## config.mk

```make
export PLATFORM = sky130hd
export DESIGN_NAME = peripheral_mpram_axi4_master
export DESIGN_NICKNAME = d
export VERILOG_FILES = /design/src/rtl/peripheral_mpram_axi4_master.sv
export SDC_FILE = /design/constraint.sdc
export NUM_CORES = 1
export LEC_CHECK = 0
export BUFFER_PORTS_ARGS = -buffer_cell sky130_fd_sc_hd__buf_2
export CAP_MARGIN = 20
export CELL_PAD_IN_SITES_DETAIL_PLACEMENT = 1
export CELL_PAD_IN_SITES_GLOBAL_PLACEMENT = 1
export CORE_AREA = 2 2 252 254
export DETAILED_ROUTE_END_ITERATION = 10
export DIE_AREA = 0 0 254 256
export GPL_TIMING_DRIVEN = 1
export PLACE_DENSITY = 0.48
export SETUP_SLACK_MARGIN = 0.15
export SLEW_MARGIN = 40
export SYNTH_ARGS = -nofsm -noshare
export SYNTH_HDL_FRONTEND = slang
export SYNTH_SLANG_ARGS = --single-unit
```

## constraint.sdc

```tcl
create_clock -name clk_i -period 1.8 [get_ports clk_i]
set_input_delay 0.27 -clock clk_i [delete_from_list [all_inputs] [get_ports clk_i]]
set_output_delay 0.27 -clock clk_i [all_outputs]
set_load 0.1 [all_outputs]
```

## src/rtl/peripheral_mpram_axi4_master.sv

```systemverilog
// peripheral_mpram_axi4_master
// AXI4 manager that converts a single-outstanding native request port into one
// AXI4 INCR transaction at a time (AR/R for reads, AW/W/B for writes).
// Optional feature macro: PERIPHERAL_MPRAM_AXI4_MASTER_BURST_EN
//   defined   : len_i is honoured (1-256 beats)
//   undefined : every transaction is a single beat, axi_*_len = 0
module peripheral_mpram_axi4_master #(
  parameter int AXI_ID_WIDTH   = 10,
  parameter int AXI_ADDR_WIDTH = 64,
  parameter int AXI_DATA_WIDTH = 64,
  parameter int AXI_USER_WIDTH = 10,
  parameter int MASTER_ID      = 0
) (
  input  logic                        clk_i,
  input  logic                        rst_ni,
  // native request side
  input  logic                        req_i,
  input  logic                        we_i,
  input  logic [AXI_ADDR_WIDTH-1:0]   addr_i,
  input  logic [7:0]                  len_i,
  output logic                        gnt_o,
  input  logic [AXI_DATA_WIDTH-1:0]   wdata_i,
  input  logic [AXI_DATA_WIDTH/8-1:0] wbe_i,
  input  logic                        wvalid_i,
  output logic                        wready_o,
  output logic [AXI_DATA_WIDTH-1:0]   rdata_o,
  output logic                        rvalid_o,
  output logic                        done_o,
  output logic                        err_o,
  // AW channel
  output logic [AXI_ID_WIDTH-1:0]     axi_aw_id,
  output logic [AXI_ADDR_WIDTH-1:0]   axi_aw_addr,
  output logic [7:0]                  axi_aw_len,
  output logic [2:0]                  axi_aw_size,
  output logic [1:0]                  axi_aw_burst,
  output logic                        axi_aw_lock,
  output logic [3:0]                  axi_aw_cache,
  output logic [2:0]                  axi_aw_prot,
  output logic [3:0]                  axi_aw_qos,
  output logic [3:0]                  axi_aw_region,
  output logic [AXI_USER_WIDTH-1:0]   axi_aw_user,
  output logic                        axi_aw_valid,
  input  logic                        axi_aw_ready,
  // W channel
  output logic [AXI_DATA_WIDTH-1:0]   axi_w_data,
  output logic [AXI_DATA_WIDTH/8-1:0] axi_w_strb,
  output logic                        axi_w_last,
  output logic [AXI_USER_WIDTH-1:0]   axi_w_user,
  output logic                        axi_w_valid,
  input  logic                        axi_w_ready,
  // B channel
  input  logic [AXI_ID_WIDTH-1:0]     axi_b_id,
  input  logic [1:0]                  axi_b_resp,
  input  logic [AXI_USER_WIDTH-1:0]   axi_b_user,
  input  logic                        axi_b_valid,
  output logic                        axi_b_ready,
  // AR channel
  output logic [AXI_ID_WIDTH-1:0]     axi_ar_id,
  output logic [AXI_ADDR_WIDTH-1:0]   axi_ar_addr,
  output logic [7:0]                  axi_ar_len,
  output logic [2:0]                  axi_ar_size,
  output logic [1:0]                  axi_ar_burst,
  output logic                        axi_ar_lock,
  output logic [3:0]                  axi_ar_cache,
  output logic [2:0]                  axi_ar_prot,
  output logic [3:0]                  axi_ar_qos,
  output logic [3:0]                  axi_ar_region,
  output logic [AXI_USER_WIDTH-1:0]   axi_ar_user,
  output logic                        axi_ar_valid,
  input  logic                        axi_ar_ready,
  // R channel
  input  logic [AXI_ID_WIDTH-1:0]     axi_r_id,
  input  logic [AXI_DATA_WIDTH-1:0]   axi_r_data,
  input  logic [1:0]                  axi_r_resp,
  input  logic                        axi_r_last,
  input  logic [AXI_USER_WIDTH-1:0]   axi_r_user,
  input  logic                        axi_r_valid,
  output logic                        axi_r_ready
);

  localparam int NR_BYTES     = AXI_DATA_WIDTH / 8;
  localparam int LOG_NR_BYTES = $clog2(NR_BYTES);
  localparam logic [AXI_ADDR_WIDTH-1:0] LOW_MASK =
    AXI_ADDR_WIDTH'((64'd1 << LOG_NR_BYTES) - 64'd1);

`ifdef PERIPHERAL_MPRAM_AXI4_MASTER_BURST_EN
  localparam bit BURST_EN = 1'b1;
`else
  localparam bit BURST_EN = 1'b0;
`endif

  typedef enum logic [2:0] {IDLE, AR, R, AW, W, B} state_e;

  state_e                    state_q, state_d;
  logic [AXI_ADDR_WIDTH-1:0] addr_q, addr_d;
  logic [7:0]                len_q, len_d;
  logic [7:0]                cnt_q, cnt_d;
  logic                      err_q, err_d;
  // set once the read beat count has passed len_q; keeps rvalid_o suppressed
  // even if cnt_q wraps during a long run of surplus beats
  logic                      ovr_q, ovr_d;
  logic                      in_range;

  // response IDs/user and (in single-beat builds) len_i are intentionally ignored
  logic unused_sig;
  assign unused_sig = ^{axi_b_id, axi_b_user, axi_r_id, axi_r_user, len_i};

  // address-phase fields come straight from the captured registers
  assign axi_aw_id     = AXI_ID_WIDTH'(MASTER_ID);
  assign axi_aw_addr   = addr_q;
  assign axi_aw_len    = len_q;
  assign axi_aw_size   = 3'(LOG_NR_BYTES);
  assign axi_aw_burst  = 2'b01;
  assign axi_aw_lock   = 1'b0;
  assign axi_aw_cache  = '0;
  assign axi_aw_prot   = '0;
  assign axi_aw_qos    = '0;
  assign axi_aw_region = '0;
  assign axi_aw_user   = '0;
  assign axi_w_user    = '0;

  assign axi_ar_id     = AXI_ID_WIDTH'(MASTER_ID);
  assign axi_ar_addr   = addr_q;
  assign axi_ar_len    = len_q;
  assign axi_ar_size   = 3'(LOG_NR_BYTES);
  assign axi_ar_burst  = 2'b01;
  assign axi_ar_lock   = 1'b0;
  assign axi_ar_cache  = '0;
  assign axi_ar_prot   = '0;
  assign axi_ar_qos    = '0;
  assign axi_ar_region = '0;
  assign axi_ar_user   = '0;

  // a read beat is forwarded only while it falls inside the requested burst
  assign in_range = ~ovr_q & (cnt_q <= len_q);

  // state and transaction registers; async reset forces IDLE so valids drop at once
  always_ff @(posedge clk_i or negedge rst_ni) begin
    if (!rst_ni) begin
      state_q <= IDLE;
      addr_q  <= '0;
      len_q   <= '0;
      cnt_q   <= '0;
      err_q   <= 1'b0;
      ovr_q   <= 1'b0;
    end else begin
      state_q <= state_d;
      addr_q  <= addr_d;
      len_q   <= len_d;
      cnt_q   <= cnt_d;
      err_q   <= err_d;
      ovr_q   <= ovr_d;
    end
  end

  // next-state and all handshake/native outputs, decoded from the current state
  always_comb begin
    state_d      = state_q;
    addr_d       = addr_q;
    len_d        = len_q;
    cnt_d        = cnt_q;
    err_d        = err_q;
    ovr_d        = ovr_q;
    gnt_o        = 1'b0;
    wready_o     = 1'b0;
    rdata_o      = '0;
    rvalid_o     = 1'b0;
    done_o       = 1'b0;
    err_o        = 1'b0;
    axi_aw_valid = 1'b0;
    axi_ar_valid = 1'b0;
    axi_w_data   = '0;
    axi_w_strb   = '0;
    axi_w_last   = 1'b0;
    axi_w_valid  = 1'b0;
    axi_b_ready  = 1'b0;
    axi_r_ready  = 1'b0;

    unique case (state_q)
      IDLE: begin
        gnt_o = req_i;
        if (req_i) begin
          addr_d  = addr_i & ~LOW_MASK;
          len_d   = BURST_EN ? len_i : 8'd0;
          cnt_d   = 8'd0;
          err_d   = 1'b0;
          ovr_d   = 1'b0;
          state_d = we_i ? AW : AR;
        end
      end

      AR: begin
        axi_ar_valid = 1'b1;
        if (axi_ar_ready) state_d = R;
      end

      R: begin
        axi_r_ready = 1'b1;
        if (axi_r_valid) begin
          rvalid_o = in_range;
          rdata_o  = in_range ? axi_r_data : '0;
          cnt_d    = cnt_q + 8'd1;
          if (cnt_q == len_q) ovr_d = 1'b1;
          err_d    = err_q | (axi_r_resp != 2'b00) | ~in_range;
          if (axi_r_last) begin
            // last arriving early or late is a protocol mismatch
            err_d   = err_d | (cnt_q != len_q) | ovr_q;
            done_o  = 1'b1;
            err_o   = err_d;
            state_d = IDLE;
          end
        end
      end

      AW: begin
        axi_aw_valid = 1'b1;
        if (axi_aw_ready) state_d = W;
      end

      W: begin
        axi_w_valid = wvalid_i;
        axi_w_data  = wdata_i;
        axi_w_strb  = wbe_i;
        axi_w_last  = (cnt_q == len_q);
        wready_o    = axi_w_ready;
        if (wvalid_i && axi_w_ready) begin
          cnt_d = cnt_q + 8'd1;
          if (cnt_q == len_q) state_d = B;
        end
      end

      B: begin
        axi_b_ready = 1'b1;
        if (axi_b_valid) begin
          err_d   = err_q | (axi_b_resp != 2'b00);
          done_o  = 1'b1;
          err_o   = err_d;
          state_d = IDLE;
        end
      end

      default: state_d = IDLE;
    endcase
  end

endmodule

```

==> metrics.csv, run 1 <==
stage,metric,value,unit
outcome,status,"complete, but fails checks",
outcome,failing checks,negative setup slack,
clock_tree,Max clock buf depth,2,
grt,gr usage total,8.04,%
setup_path,Crit. End Element,primary output,
timing,hold slack,0.0825,ns
timing,Post-Route Skew,0.0145,ns
setup_path,"Cell Chain, Critical Path",or3b_4 -> inv_12 -> nand2_4 -> nor3_4 -> buf_4 -> clkbuf_16 -> and2_4 -> buf_12,
synth,sequential area share after synthesis,34.1,%
clock_tree,number of CTS-inserted buffers,9,
routing,vias per cell,2.92,
synth,most common cell in the netlist,nand2_1,
place,IO buf count,480,
routing,Post-DRT Antenna Nets,0,
synth,#FFs+latches synth,74,
grt,initial antenna violation count,4,
routing,Initial DRC Count,198,
routing,# DRC,0,
routing,drt total wl,27.5,mm
synth,post-synthesis cell count,697,
timing,Setup Total Neg Slack,-64.60,ns
timing,Max Slew Vio Count,0,
place,HPWL reported at the end of detailed placement,22.8,mm
setup_path,Worst Path Required,1.53,ns
synth,Area contributors post-synth,"dfrtp_1 34%, buf_4 24%, and2_1 16%",
setup_path,critical path's largest stage delay,0.46,ns
flow_run,max-cap violations,0,
setup_path,Crit Path Max Fanout,16,
synth,Synth Flop Type,dfrtp_1,
clock_tree,CTS sink count,74,
layout,fin nets,1415,
timing,fin worst setup slack,-0.633,ns
layout,Area Growth Syn to Fin,112,%
timing,min Tclk post-route,2.43,ns
place,RD Place Congestion,0.792,
setup_path,crit path launch type,flip-flop,
synth,Synth Cell Area,0.00544,sq mm
synth,Synth warnings,0,
setup_path,critical path's slowest cell,or3b_4,
timing,Worst-Margin Slew,0.571,ns
synth,"Avg Cell Area, Syn",7.80,sq um
timing,period utilisation layout,135,%
clock_tree,Worst-Skew Late Latency,0.37,ns
setup_path,Critical Path AT,2.16,ns
routing,DRT Pass-1 Iters,4,
die,Die H,256,um
timing,Final Setup Violations,144,
timing,FMAX,411,MHz
place,placed cell count,1967,
die,initial cell density of the core,8.71,%
die,Die W,254,um
synth,Synth top area share,34.1,%
setup_path,critical path class,reg -> out,
synth,Yosys cell types,41,
clock_tree,H-tree levels,3,
grt,grt total ovfl,0,
synth,Post-synth EDFFs,0,
timing,RSZ-0062 raised after global routing,true,
die,row cnt,92,
timing,final hold vios,0,
clock_tree,clock-pin slew on the worst setup and hold paths,0.08,ns
min_path,min-delay worst type,in -> reg,
die,core area,0.0624,sq mm
layout,"Core Util, Final",18.5,%
layout,layout cells sized above 1,62.2,%
layout,Final Instance Count excl. Fillers,2003,
routing,WL/cell,13.7,um
synth,Post-synth top cells,"200 x nand2_1, 177 x buf_4, 140 x and2_1",
grt,first-pass GRT wire length,38.8,mm
routing,vias,5856,
setup_path,Top delay family on crit path,simple AND/OR/NAND/NOR gates,
die,I/O pin cnt,646,
grt,number of global-route vias before repair,5964,
setup_path,worst path bufs/invs,4,
setup_path,r2r setup slk,0.03,ns
timing,Worst slew margin,61.9,%
clock_tree,CTS tree,done,
clock_tree,Root Buffer,clkbuf_16,
synth,asr flop ratio synth,100,%
synth,cell taking the most area after synthesis,dfrtp_1,
grt,largest net degree at the start of global routing,40,
die,DIE AREA,0.0650,sq mm
-- cell type report --
cell class | instances | area [sq um]
Sequential cell | 74 | 1850
Clock buffer | 10 | 239
Antenna cell | 2 | 5.00
Timing Repair Buffer | 536 | 5280
Inverter | 8 | 46.3
Clock inverter | 6 | 72.6
Multi-Input combinational cell | 521 | 2980
Fill cell | 7370 | 50900
Tap cell | 846 | 1060
-- registers in the layout, summed over array words and instances (netlist names) --
name	cells
err_q	1
cnt_q	8
ovr_q	1
axi_ar_addr	61
state_q	3
-- worst reg2reg max path, stage by stage, from the launching register on --
cell and delay, ns:
dfrtp_1 0.38, inv_1 0.07, ha_2 0.17, nor4b_4 0.22, buf_4 0.16, buf_6 0.08
buf_6 0.08, nand3_4 0.07, buf_6 0.14, a221oi_2 0.22, a31oi_1 0.06
-- repair_timing --
item / CTS / global route
setup endpoints to repair: 182 / 215
cloned: 3 / 1
pin swaps: 5 / 5
setup buffers: 8 / 5
hold buffers: 1 / 0
resized for setup: 18 / 13
hold endpoints to repair: 29 / 0
-- metal layers --
layer  share of wire [%]  GRT usage (%)
met5                   0              0
met4                 2.4           2.86
met3                 7.8           2.32
met2                  52           14.4
met1                  38           8.99
-- kinds of logic after synthesis --
logic type	after synthesis	synth area share, %
mux	1	0.207
flops	74	34.1
compound gates	29	3.43
other cells	2	0.138
fa+ha+maj	2	0.460
simple gates	375	33.8
buf+inv	214	27.9
-- stage by stage --
stage | setup WS, ns | area (sq um)
4_1_cts | -0.685 | 11400
6_report | -0.633 | 11500
5_1_grt | -0.740 | 11500
3_3_place_gp | -0.271 | 10900
3_5_place_dp | -0.295 | 10900
2_1_floorplan | -0.315 | 6320
-- cell usage in the layout, fill, tap and decap left out, types with 2 or more instances in the layout --
master	synthesis	final
o22ai_1	2	2
a21oi_1	5	4
dfrtp_1	74	74
nor2_1	6	5
clkbuf_16	0	10
nand2_2	0	3
inv_6	0	2
buf_6	5	14
nor3_4	0	2
buf_16	0	2
o21ai_0	10	9
nand2b_4	0	2
bufbuf_16	0	2
clkinv_4	0	2
and3_1	2	2
nand3b_1	2	2
inv_1	6	5
or3b_4	1	2
or3_1	3	2
buf_2	10	332
nand3_1	5	3
nor4_1	3	3
conb_1	2	114
o31ai_1	2	2
buf_4	177	30
nand2_4	0	3
buf_12	0	154
diode_2	0	2
and2_4	0	140
nor3_1	4	3
clkinvlp_4	0	2
nand2_1	200	194
-- worst paths after layout --
check / startpoint / to / cells after the start
setup / recovery: state_q[2] / rdata_o[32] / 8
hold / removal: addr_i[49] / axi_ar_addr[49] / 3
setup reg to reg: cnt_q[0] / err_q / 10
hold reg to reg: axi_ar_addr[8] / axi_ar_addr[8] / 2
max in group asynchronous: rst_ni / axi_ar_addr[57] / 3
min in group asynchronous: rst_ni / axi_ar_addr[7] / 2
Power of run 1 is not shown: default switching activity piles up to over one toggle a cycle in this logic, so the estimate is an artifact.
==> run 2: changes to the inputs <==
Settings changed: CAP_MARGIN 20 to not set, SKIP_CTS_REPAIR_TIMING set to 1.
==> metrics.csv, run 2 (same netlist as run 1, synthesis figures left out) <==
stage,metric,value,unit,change
min_path,min-delay worst type,in -> reg,,unchanged
grt,largest net degree at the start of global routing,66,,was 40
timing,period utilisation layout,136,%,was 135%
die,DIE AREA,0.0650,sq mm,unchanged
timing,final hold vios,0,,unchanged
clock_tree,CTS tree,done,,unchanged
layout,"commonest non-fill, non-tap cells in the layout","332 x buf_2, 194 x nand2_1, 154 x buf_12",,unchanged
layout,Largest register FFs,61,,unchanged
clock_tree,CTS sink count,74,,unchanged
outcome,status,"complete, but fails checks",,unchanged
timing,Final Setup Violations,144,,unchanged
layout,Area Growth Syn to Fin,110,%,was 112%
clock_tree,Max clock buf depth,2,,unchanged
clock_tree,Worst-Skew Late Latency,0.37,ns,about the same
grt,first-pass GRT wire length,38.1,mm,was 38.8 mm
die,initial cell density of the core,8.71,%,unchanged
clock_tree,H-tree levels,3,,unchanged
layout,fillers,7370,,unchanged
die,I/O pin cnt,646,,unchanged
die,Die W,254,um,unchanged
routing,Post-DRT Antenna Nets,0,,unchanged
place,Setup WS pre-CTS,-0.295,ns,unchanged
grt,grt total ovfl,0,,unchanged
routing,vias per cell,2.91,,was 2.92
die,Die H,256,um,unchanged
timing,min Tclk post-route,2.44,ns,was 2.43 ns
grt,number of global-route vias before repair,5903,,"was 5,964"
routing,# DRC,0,,unchanged
grt,gr usage total,7.86,%,was 8.04%
timing,Post-Route Skew,0.0162,ns,was 0.0145 ns
setup_path,critical path class,reg -> out,,unchanged
setup_path,Crit. End Element,primary output,,unchanged
setup_path,Critical Path AT,2.17,ns,was 2.16 ns
setup_path,Worst Path Required,1.53,ns,about the same
timing,RSZ-0062 raised after global routing,true,,unchanged
routing,DRT Pass-1 Iters,4,,unchanged
routing,vias,5818,,"was 5,856"
setup_path,crit path launch type,flip-flop,,unchanged
routing,WL/cell,13.7,um,about the same
place,RD Place Congestion,0.792,,unchanged
timing,fin worst setup slack,-0.641,ns,was -0.633 ns
timing,Max Slew Vio Count,0,,unchanged
outcome,failing checks,negative setup slack,,unchanged
routing,Initial DRC Count,161,,was 198
flow_run,max-cap violations,0,,unchanged
die,core area,0.0624,sq mm,unchanged
layout,"most common cell after layout, fill and taps aside",buf_2,,unchanged
die,row cnt,92,,unchanged
clock_tree,number of CTS-inserted buffers,9,,unchanged
place,HPWL reported at the end of detailed placement,22.8,mm,unchanged
grt,initial antenna violation count,4,,unchanged
routing,drt total wl,27.4,mm,was 27.5 mm
timing,Worst-Margin Slew,0.563,ns,was 0.571 ns
timing,Worst slew margin,62.5,%,was 61.9%
layout,fin nets,1409,,"was 1,415"
place,IO buf count,480,,unchanged
clock_tree,clock-pin slew on the worst setup and hold paths,0.08,ns,about the same
timing,FMAX,410,MHz,was 411 MHz
setup_path,Crit Path Max Fanout,33,,was 16
clock_tree,Root Buffer,clkbuf_16,,unchanged
layout,layout cells sized above 1,61.9,%,was 62.2%
[run 2: path summary, 6_finish.rpt]
path                                start              end  slack [ns]  cells past startpoint
hold / removal                 addr_i[49]  axi_ar_addr[49]        0.08                      3
min in group asynchronous          rst_ni   axi_ar_addr[7]        0.42                      2
hold reg to reg            axi_ar_addr[8]   axi_ar_addr[8]        0.50                      2
setup reg to reg               state_q[1]         cnt_q[6]        0.14                      6
max in group asynchronous          rst_ni            ovr_q        0.82                      3
setup / recovery               state_q[2]      rdata_o[38]       -0.64                      8
[run 2: worst max-delay path, stage by stage (launching register included)]
cell	delay (ns)
dfrtp_1	0.38
or3b_4	0.46
inv_12	0.07
nand2_4	0.05
nor3_4	0.17
buf_4	0.15
buf_12	0.16
and2_4	0.18
buf_12	0.16
[run 2: layer usage]
metal / up-vias / wire [um] / GRT usage [%]
met3: 22 / 2120 / 2.24
met5: - / 0 / 0
met1: 2726 / 10600 / 8.82
li1: 2752 / - / -
met4: 0 / 648 / 2.86
met2: 318 / 14100 / 14.0
[run 2: area by class of cell]
class                           count  area [sq um]  share of cell area [%]
Clock inverter                      6          72.6                   0.635
Inverter                            8          46.3                   0.405
Tap cell                          846          1060                    9.26
Timing Repair Buffer              530          5180                    45.3
Multi-Input combinational cell    521          2980                    26.1
Antenna cell                        2          5.00                  0.0438
Sequential cell                    74          1850                    16.2
Clock buffer                       10           239                    2.09
[run 2: stage by stage]
stage / instances / hold slack [ns] / TNS [ns] / utilization [%] / area, sq um
after detailed placement: 1967 / 0.304 / -18.35 / 17.4 / 10900
after CTS: 1983 / -0.123 / -73.18 / 17.9 / 11200
final: 1997 / 0.0812 / -62.04 / 18.3 / 11400
after global routing: 1995 / 0.0698 / -76.36 / 18.3 / 11400
after global placement: 1967 / 0.304 / -16.93 / 17.4 / 10900
after floorplan: 809 / -0.0256 / -19.71 / - / 6320
Power of run 2 is left out for the same reason.
